File: src/rtl/inst_fetch_queue_pkg.sv
// Shared types and constants for the instruction fetch queue.
package inst_fetch_queue_pkg;

  localparam int unsigned INST_ADDR_W = 32;
  localparam int unsigned INST_W      = 32;
  localparam logic [INST_W-1:0] ZERO_WORD = '0;

  typedef enum logic [1:0] {
    FQ_IDLE    = 2'd0,
    FQ_REQ     = 2'd1,
    FQ_DISCARD = 2'd2
  } fq_state_e;

  typedef struct packed {
    logic [INST_ADDR_W-1:0] pc;
    logic [INST_W-1:0]      inst;
  } fq_entry_t;

endpackage

File: src/rtl/inst_fetch_queue_fetch_fifo.sv
// Synchronous FIFO holding {pc, inst} pairs; head is zeroed when empty.
module fetch_fifo
  import inst_fetch_queue_pkg::*;
#(
  parameter int unsigned DEPTH = 4,
  parameter int unsigned AW    = 2
) (
  input  logic          clk,
  input  logic          rst,
  input  logic          i_clear,
  input  logic          i_push,
  input  logic          i_pop,
  input  logic [31:0]   i_pc,
  input  logic [31:0]   i_inst,
  output logic [AW:0]   o_count,
  output logic          o_valid,
  output logic [31:0]   o_head_pc,
  output logic [31:0]   o_head_inst
);

  fq_entry_t       r_mem [DEPTH];
  logic [AW-1:0]   r_wptr;
  logic [AW-1:0]   r_rptr;
  logic [AW:0]     r_count;
  fq_entry_t       w_head;

  always_ff @(posedge clk) begin
    if (rst || i_clear) begin
      r_wptr  <= '0;
      r_rptr  <= '0;
      r_count <= '0;
    end else begin
      if (i_push) r_wptr <= r_wptr + AW'(1);
      if (i_pop)  r_rptr <= r_rptr + AW'(1);
      unique case ({i_push, i_pop})
        2'b10:   r_count <= r_count + (AW+1)'(1);
        2'b01:   r_count <= r_count - (AW+1)'(1);
        default: r_count <= r_count;
      endcase
    end
  end

  always_ff @(posedge clk) begin
    if (i_push && !i_clear && !rst) begin
      r_mem[r_wptr] <= '{pc: i_pc, inst: i_inst};
    end
  end

  always_comb begin
    w_head      = r_mem[r_rptr];
    o_count     = r_count;
    o_valid     = (r_count != '0);
    o_head_pc   = o_valid ? w_head.pc   : ZERO_WORD;
    o_head_inst = o_valid ? w_head.inst : ZERO_WORD;
  end

endmodule

File: src/rtl/inst_fetch_queue.sv
// Fetch stage: req/ack handshake to instruction memory feeding a DEPTH-entry queue.
// Optional FETCH_STAT_EN adds wait_cycles_o, a saturating memory-wait counter.
module inst_fetch_queue
  import inst_fetch_queue_pkg::*;
#(
  parameter int unsigned DEPTH = 4,
  parameter int unsigned AW    = 2
) (
  input  logic        clk,
  input  logic        rst,
  input  logic [31:0] pc_i,
  input  logic        ce_i,
  input  logic        flush,
  input  logic        id_stall_i,
  output logic        mem_req_o,
  output logic [31:0] mem_addr_o,
  input  logic        mem_ack_i,
  input  logic [31:0] mem_data_i,
  output logic        stallreq_o,
  output logic        id_valid_o,
  output logic [31:0] id_pc_o,
  output logic [31:0] id_inst_o
`ifdef FETCH_STAT_EN
  ,
  output logic [31:0] wait_cycles_o
`endif
);

  localparam int unsigned OW = AW + 2;

  fq_state_e   r_state;
  logic        r_mem_req;
  logic [31:0] r_mem_addr;

  logic        w_push;
  logic        w_pop;
  logic        w_accept;
  logic [AW:0] w_count;
  logic [OW-1:0] w_occ;

  // Occupancy projects this cycle's push/pop so a full queue can still accept
  // when the head drains in the same cycle.
  always_comb begin
    w_push     = (r_state == FQ_REQ) & mem_ack_i & ~flush;
    w_pop      = id_valid_o & ~id_stall_i & ~flush;
    w_occ      = OW'(w_count) + OW'(w_push) - OW'(w_pop);
    w_accept   = ce_i & ~flush & (w_occ < OW'(DEPTH))
               & ((r_state == FQ_IDLE) | w_push);
    stallreq_o = ce_i & ~w_accept;
    mem_req_o  = r_mem_req;
    mem_addr_o = r_mem_addr;
  end

  always_ff @(posedge clk) begin
    if (rst) begin
      r_state    <= FQ_IDLE;
      r_mem_req  <= 1'b0;
      r_mem_addr <= ZERO_WORD;
    end else if (flush) begin
      // An unacked request must still complete on the bus; its data is dropped.
      unique case (r_state)
        FQ_REQ, FQ_DISCARD: begin
          if (mem_ack_i) begin
            r_state   <= FQ_IDLE;
            r_mem_req <= 1'b0;
          end else begin
            r_state   <= FQ_DISCARD;
          end
        end
        default: r_state <= FQ_IDLE;
      endcase
    end else if (w_accept) begin
      r_state    <= FQ_REQ;
      r_mem_req  <= 1'b1;
      r_mem_addr <= pc_i;
    end else begin
      unique case (r_state)
        FQ_REQ, FQ_DISCARD: begin
          if (mem_ack_i) begin
            r_state   <= FQ_IDLE;
            r_mem_req <= 1'b0;
          end
        end
        default: r_state <= FQ_IDLE;
      endcase
    end
  end

  fetch_fifo #(
    .DEPTH (DEPTH),
    .AW    (AW)
  ) u_fifo (
    .clk         (clk),
    .rst         (rst),
    .i_clear     (flush),
    .i_push      (w_push),
    .i_pop       (w_pop),
    .i_pc        (r_mem_addr),
    .i_inst      (mem_data_i),
    .o_count     (w_count),
    .o_valid     (id_valid_o),
    .o_head_pc   (id_pc_o),
    .o_head_inst (id_inst_o)
  );

`ifdef FETCH_STAT_EN
  logic [31:0] r_wait_cycles;

  always_ff @(posedge clk) begin
    if (rst) begin
      r_wait_cycles <= '0;
    end else if ((r_state == FQ_REQ || r_state == FQ_DISCARD) && !mem_ack_i
                 && r_wait_cycles != '1) begin
      r_wait_cycles <= r_wait_cycles + 32'd1;
    end
  end

  assign wait_cycles_o = r_wait_cycles;
`endif

endmodule

File: config.mk
export PLATFORM = sky130hd
export DESIGN_NAME = inst_fetch_queue
export DESIGN_NICKNAME = d
export VERILOG_FILES = /design/src/rtl/inst_fetch_queue_pkg.sv /design/src/rtl/inst_fetch_queue_fetch_fifo.sv /design/src/rtl/inst_fetch_queue.sv
export SDC_FILE = /design/constraint.sdc
export NUM_CORES = 1
export LEC_CHECK = 0
export BUFFER_PORTS_ARGS = -buffer_cell sky130_fd_sc_hd__buf_2
export CAP_MARGIN = 15
export CORE_MARGIN = 5
export CORE_UTILIZATION = 46
export CTS_BUF_LIST = sky130_fd_sc_hd__clkbuf_4 sky130_fd_sc_hd__clkbuf_8 sky130_fd_sc_hd__clkbuf_16
export DETAILED_ROUTE_END_ITERATION = 8
export PLACE_DENSITY = 0.73
export SYNTH_ARGS = -nofsm -noshare
export SYNTH_HDL_FRONTEND = slang
export SYNTH_HIERARCHICAL = 1
export SYNTH_SLANG_ARGS = --single-unit
File: constraint.sdc
create_clock -name clk -period 2.9 [get_ports clk]
set_input_delay 0.58 -clock clk [delete_from_list [all_inputs] [get_ports clk]]
set_output_delay 0.58 -clock clk [all_outputs]
set_load 0.02 [all_outputs]
==> results.toml, run 1 <==
[power]
power.switching_fraction = 0.1974
total_power_consumption_mw = 8.952
net-switching-power_mw = 1.767
share_clk_of_total_power = 0.439
seq_power_share = 0.529
irDropWorstVdd_v = 0.0004008
p_int_mw = 7.185
pwr-share-comb = 0.032
power_leakage_nw = 5.598
p_per_area_nw_per_um2 = 582.7

[yosys]
synthesis.area_per_instance_sq_um = 17.45
synth-seq-cells = 300
synth_compound_gate_area_share = 0.03550
yosys.cell_types.count = 42
yosysWarnings = 6
synth.cell_area_sq_um = 12930
synth-xor-area-share = 0.003386
yosys.cell_count.top_type = "sky130_fd_sc_hd__edfxtp_1"
synth_sequential_area_ratio = 0.6625
synth-async-reset-ratio = 0
syn-instance-count = 741
post_synth_mux_area_share = 0.1156
synthTopCellsByArea = "sky130_fd_sc_hd__edfxtp_1 59%, sky130_fd_sc_hd__mux4_2 10%, sky130_fd_sc_hd__dfxtp_1 6.8%"
synth_top_area_share = 0.5944
synth-simple-area-share = 0.1327
netlist.top_cell.by_area = "sky130_fd_sc_hd__edfxtp_1"
synth_top_cells_by_count = "256 x sky130_fd_sc_hd__edfxtp_1, 65 x sky130_fd_sc_hd__and2_1, 60 x sky130_fd_sc_hd__mux4_2"
synth_enable_flop_cells = 256
synth_fa_ha_area_frac = 0.01122
synth_ff_type = "sky130_fd_sc_hd__edfxtp_1"
largest_family_of_logic_cells_by_synthesized_area = "simple AND/OR/NAND/NOR gates"
syn_nets = 822

[routing]
routed_via_density = 5.255
via_count = 6999
drt_iter0_markers = 344
route.antenna.remaining_nets = 0
dr.pass1.iters = 5
drcViolationCount = 0
route.final.wire_length_um = 26990
post_drt_wl_per_cell_um = 20.27

[floorplan]
die-height_um = 177.7
fp-row-count = 61
floorplan.die.width_um = 177.7
initial_utilization = 0.4655
core_area_sq_um = 27780
dieArea_sq_um = 31570
io_pins = 169

[worst_setup_path]
start_kind = "register"
path_max_fanout = 2
worstPathRequired_ps = 2320
setup.worst_path.start = "u_fifo/o_count[0]$_SDFFE_PP0P_"
critical_path_class = "register to output pin"
worstSetupEndpointType = "output pin"
worst_r2r_startpoint = "u_fifo/o_count[0]$_SDFFE_PP0P_"
timing.critical_path.arrival_ps = 2710

[timing]
final.setup.tns_ps = -391.4
timing_worst_slew_pin_value_ps = 979.5
unrepaired_setup_endpoints_after_global_routing = "true"
finalMaxSlewViolations = 0
fin_crit_sh = 1.135
skew_ps = 14.54
post-route-min-period_ps = 3291
finalHoldViolCount = 0
layout_setup_ws_ps = -391.4
whs_ps = 254.1
fmax_ghz = 0.3038
worst_slew_margin_rel = 0.3470
setup_viol_count_final = 1

[cells_and_area]
n_fill_cell = 2257
register_area_sq_um = 8577
finalNetCount = 1011
layout.cell_area.non_filler_sq_um = 15360
synthToLayoutAreaGrowth_pct = 18.79
n_antenna_cell = 0
multi_input_comb_area_sq_um = 3926
layout.cells.non_filler = 1332
core_util_final = 0.5530
drive_above_1_share = 0.4507

[clock_network]
cts-hold-fix-buffers = 0
cts_htree_levels = 1
number_of_clock_buffers_inserted_by_tritoncts = 31
clock-root-buffer = "sky130_fd_sc_hd__clkbuf_16"
tritoncts = "yes"
clock_sinks = 300
clock_latency_ps = 540
cts.clk_slew.worst_paths_ps = 60
cts-root-to-sink-buffers = 3

[place]
dp.cells = 1270
place.detailed.hpwl_um = 16860
port_buffers = 168
place_area_sq_um = 14270
routabilityCongestion = 0.7742
post_placement_worst_setup_slack_ps = -56.51

[run_status]
outcome = "finished with violations"
failed_checks = "negative setup slack"

[global_route]
grt_pass1_vias = 7442
grt_start_max_net_pins = 69
antenna_found_initial = 2
grt.met1_usage = 0.2226
gr-usage-met2 = 0.3025
gr-total-overflow = 0
grt_busiest_layer = "met2"
grt_first_pass_wirelength_um = 42440
grt_use_total = 0.1723
fraction_of_met3_tracks_used_by_global_routing = 0.03622

[min_path]
min_path_type = "input pin to register"
hold_start = "mem_data_i[17]"

[flow_run]
max-cap-violations = 0
repair_timing:
item	in CTS	in global routing
setup buffers	1	4
pin swaps	2	0
endpoints found under the setup margin	2	8
resized for setup	3	1
power by group through the flow:
stage	Clock, mW	Combinational (mW)	Sequential [mW]
after floorplan	0	0.143	4.84
final	3.93	0.286	4.73
after global placement	0	0.281	4.82
after global routing	4.22	0.314	4.74
after detailed placement	0	0.287	4.83
after CTS	4.04	0.291	4.73
final cells by class:
class	count	area share
clock buffers	46	0.05986
well taps	378	0.03078
multi-input cells	379	0.2556
flip-flops and latches	300	0.5583
repair buffers	205	0.08453
inverters	13	0.003176
clock inverters	11	0.007818
critical path, stage by stage (launching register included):
cell,delay [ps]
sky130_fd_sc_hd__dfxtp_2,320
sky130_fd_sc_hd__or3_4,380
sky130_fd_sc_hd__nor3b_4,160
sky130_fd_sc_hd__ha_2,170
sky130_fd_sc_hd__inv_2,60
sky130_fd_sc_hd__ha_4,190
sky130_fd_sc_hd__a31oi_4,150
sky130_fd_sc_hd__mux2_4,320
sky130_fd_sc_hd__a21o_1,170
sky130_fd_sc_hd__and2_4,140
sky130_fd_sc_hd__buf_6,120
cell usage in the layout (no fill, tap or decap), drive strengths merged, types with 2 or more instances in the layout:
cell / count
a22oi: 32
and2b: 7
inv: 14
nand3: 65
nor2b: 25
or3: 2
buf: 205
o21ai: 2
mux2i: 2
bufinv: 2
nor3b: 34
xnor2: 2
dfxtp: 44
ha: 10
mux4: 64
nand2: 37
clkbuf: 46
and3: 5
edfxtp: 256
xor2: 3
nor2: 11
clkinv: 8
and2: 65
a21oi: 4
flip-flops by register name, summed over array words and instances (netlist names), named ones only:
register	cells
r_state	2
u_fifo/r_wptr	2
u_fifo/r_mem	256
mem_req_o	1
mem_addr_o	32
u_fifo/r_rptr	2
u_fifo/o_count	3
cells by family (layout without fill, tap and decap cells):
group / after synthesis / count (layout)
fa+ha+maj: 11 / 11
flops: 300 / 300
buf+inv: 62 / 275
simple gates: 255 / 255
mux: 67 / 67
xor+xnor: 5 / 5
compound gates: 41 / 41
final timing paths:
kind,to,slack (ps),depth (start not counted)
setup / recovery,stallreq_o,-390,10
hold / removal,u_fifo/r_mem[3][17]$_DFFE_PP_,250,1
setup reg to reg,mem_addr_o[1]$_SDFFE_PP0P_,310,11
hold reg to reg,mem_req_o$_SDFF_PP0_,470,2
metal layers:
layer	routed length, um	part of all wire
met4	410	0.015
met3	1684	0.062
met5	34	0.0013
met2	13670	0.51
met1	11200	0.41
Note: power is estimated with default switching activity, not from simulation.
==> run 2, diff against run 1 <==
--- a/config.mk
+++ b/config.mk
@@ -11,7 +11,7 @@
 export CORE_UTILIZATION = 46
 export CTS_BUF_LIST = sky130_fd_sc_hd__clkbuf_4 sky130_fd_sc_hd__clkbuf_8 sky130_fd_sc_hd__clkbuf_16
 export DETAILED_ROUTE_END_ITERATION = 8
-export PLACE_DENSITY = 0.73
+export PLACE_DENSITY = 0.68
 export SYNTH_ARGS = -nofsm -noshare
 export SYNTH_HDL_FRONTEND = slang
 export SYNTH_HIERARCHICAL = 1
==> run 2 against run 1 <==
  * The flow still finishes with violations (negative setup slack)
  * Clock-buffer cell count down 5
  * Largest cell class unchanged
  * Clock power hardly changed
  * Sequential share of layout area rose by 0.28 points
  * Hold slack better by 7.5 ps
  * Global-route usage down 0.27 points
  * Fmax is 0.58% lower
  * Non-clock buffer count shrank 8
  * Setup slack got worse by 19 ps
  * Clock skew fell by 4.3 ps
  * Critical path type unchanged
  * Cell area down 0.51%
==> results.toml, run 2 (synthesis results as in run 1) <==
[worst_setup_path]
path_max_fanout = 2
worstPathRequired_ps = 2320
regToRegEndpoint = "mem_addr_o[28]$_SDFFE_PP0P_"
critPathMaxStageDelay_ps = 380
crit_slowest_cell = "sky130_fd_sc_hd__or3_4"
timing.critical_path.arrival_ps = 2730
critical_path.n_buffers_inverters = 2
critical_path.top_delay_family = "simple AND/OR/NAND/NOR gates"
cell_by_cell_trace_of_the_critical_path = "or3_4 -> nor3b_4 -> ha_2 -> inv_2 -> ha_4 -> a31oi_4 -> mux2_4 -> a21o_1 -> and2_4 -> buf_6"
start_kind = "register"
timing.reg2reg.setup_slack_ps = 340
worst_r2r_startpoint = "u_fifo/o_count[0]$_SDFFE_PP0P_"
r2r_cells = 11
worstSetupEndpointType = "output pin"
critical_path_class = "register to output pin"

[routing]
routed_via_density = 5.247
drcViolationCount = 0
route.antenna.remaining_nets = 0
drt_iter0_markers = 347
route.final.wire_length_um = 26770
top_layer = "met4"
dr.pass1.iters = 4
detailroute.wirelength.met2_um = 13210
dr_wl_met3_um = 1439
via_count = 6947
wirelength_met1_um = 11710
post_drt_wl_per_cell_um = 20.22

[min_path]
min_delay_path_depth = 1
min_path_type = "input pin to register"
hold_start = "mem_data_i[5]"
worst_hold_path_endpoint = "u_fifo/r_mem[2][5]$_DFFE_PP_"

[global_route]
grt_start_max_net_pins = 69
grt_pass1_vias = 7473
grt_use_total = 0.1696
gr-total-overflow = 0
grt_first_pass_wirelength_um = 41940
antenna_found_initial = 0

[place]
routabilityCongestion = 0.7353
port_buffers = 168
place.detailed.hpwl_um = 16270
dp.cells = 1265

[clock_network]
cts.clk_slew.worst_paths_ps = 60
clock_sinks = 300
clock-root-buffer = "sky130_fd_sc_hd__clkbuf_16"
clock_latency_ps = 540
cts-root-to-sink-buffers = 3
number_of_clock_buffers_inserted_by_tritoncts = 31
cts-hold-fix-buffers = 0
tritoncts = "yes"
cts_htree_levels = 1

[floorplan]
io_pins = 169
initial_utilization = 0.4655
dieArea_sq_um = 31570
core_area_sq_um = 27780
floorplan.die.width_um = 177.7
fp-row-count = 61
die-height_um = 177.7

[cells_and_area]
core_util_final = 0.5502
drive_above_1_share = 0.4429
layout.cells.most_common = "sky130_fd_sc_hd__edfxtp_1"
max_flop_register = "u_fifo/r_mem"
finalNetCount = 1003
n_fill_cell = 2264
multi_input_comb_area_sq_um = 3926
register_area_sq_um = 8577
largest_reg_flops = 256
layout.cells.non_filler = 1324
n_antenna_cell = 0
mostFrequentLayoutCells = "256 x sky130_fd_sc_hd__edfxtp_1, 167 x sky130_fd_sc_hd__buf_2, 64 x sky130_fd_sc_hd__and2_1"
synthToLayoutAreaGrowth_pct = 18.19

[timing]
unrepaired_setup_endpoints_after_global_routing = "true"
skew_ps = 10.19
worst_slew_margin_rel = 0.4434
finalHoldViolCount = 0
timing_worst_slew_pin_value_ps = 834.9
final.setup.tns_ps = -410.7
setup_viol_count_final = 1
layout_setup_ws_ps = -410.7
finalMaxSlewViolations = 0
post-route-min-period_ps = 3311
fin_crit_sh = 1.142
fmax_ghz = 0.3021
whs_ps = 261.6

[power]
seq_power_share = 0.529
share_clk_of_total_power = 0.439
net-switching-power_mw = 1.786
irDropWorstVdd_v = 0.0003768
pwr-share-comb = 0.033
p_int_mw = 7.167
p_per_area_nw_per_um2 = 585.7
power.switching_fraction = 0.1995
power_leakage_nw = 5.546

[run_status]
failed_checks = "negative setup slack"
outcome = "finished with violations"

[flow_run]
max-cap-violations = 0
[run 2: final cells by class]
class | instances | area share
Clock buffer | 41 | 0.05648
Clock inverter | 16 | 0.01031
Inverter | 13 | 0.003192
Multi-Input combinational cell | 379 | 0.2569
Sequential cell | 300 | 0.5611
Tap cell | 378 | 0.03094
Timing Repair Buffer | 197 | 0.08112
[run 2: power by group through the flow]
stage	registers, mW	logic (mW)	clock network [mW]
2_1_floorplan	4.84	0.143	0
3_3_place_gp	4.82	0.287	0
3_5_place_dp	4.83	0.293	0
4_1_cts	4.73	0.297	4.04
5_1_grt	4.74	0.318	4.22
6_report	4.73	0.292	3.93
[run 2: how the worst max path moves through the flow]
stage                                    from    endpoint  slack (ps)  cells after the start
3_3_place_gp                            flush  stallreq_o           8                     10
2_1_floorplan  u_fifo/o_count[0]$_SDFFE_PP0P_  stallreq_o         -50                     10
3_5_place_dp                            flush  stallreq_o         -10                     10
6_report       u_fifo/o_count[0]$_SDFFE_PP0P_  stallreq_o        -410                     10
4_1_cts        u_fifo/o_count[0]$_SDFFE_PP0P_  stallreq_o        -440                     10
5_1_grt        u_fifo/o_count[0]$_SDFFE_PP0P_  stallreq_o        -500                     10
[run 2: layer usage]
layer,up-vias,GRT usage
met5,-,0
met2,182,0.2828
li1,3218,-
met4,0,0.03738
met1,3516,0.2367
met3,31,0.02812
[run 2: repair_timing]
action                                  in CTS  in global routing
endpoints found under the setup margin      35                  1
resized for setup                            2                  0
gates cloned                                 0                  0
pin swaps                                    2                  0
setup buffers                                2                  0
[run 2: through the flow]
stage / power, mW / instance area (sq um) / setup slack (ps)
floorplan: 4.987 / 12980 / -48.46
global placement: 5.111 / 14240 / 8.234
detailed placement: 5.119 / 14240 / -10.48
CTS: 9.067 / 15290 / -440.0
global route: 9.275 / 15290 / -504.3
finish: 8.953 / 15290 / -410.7
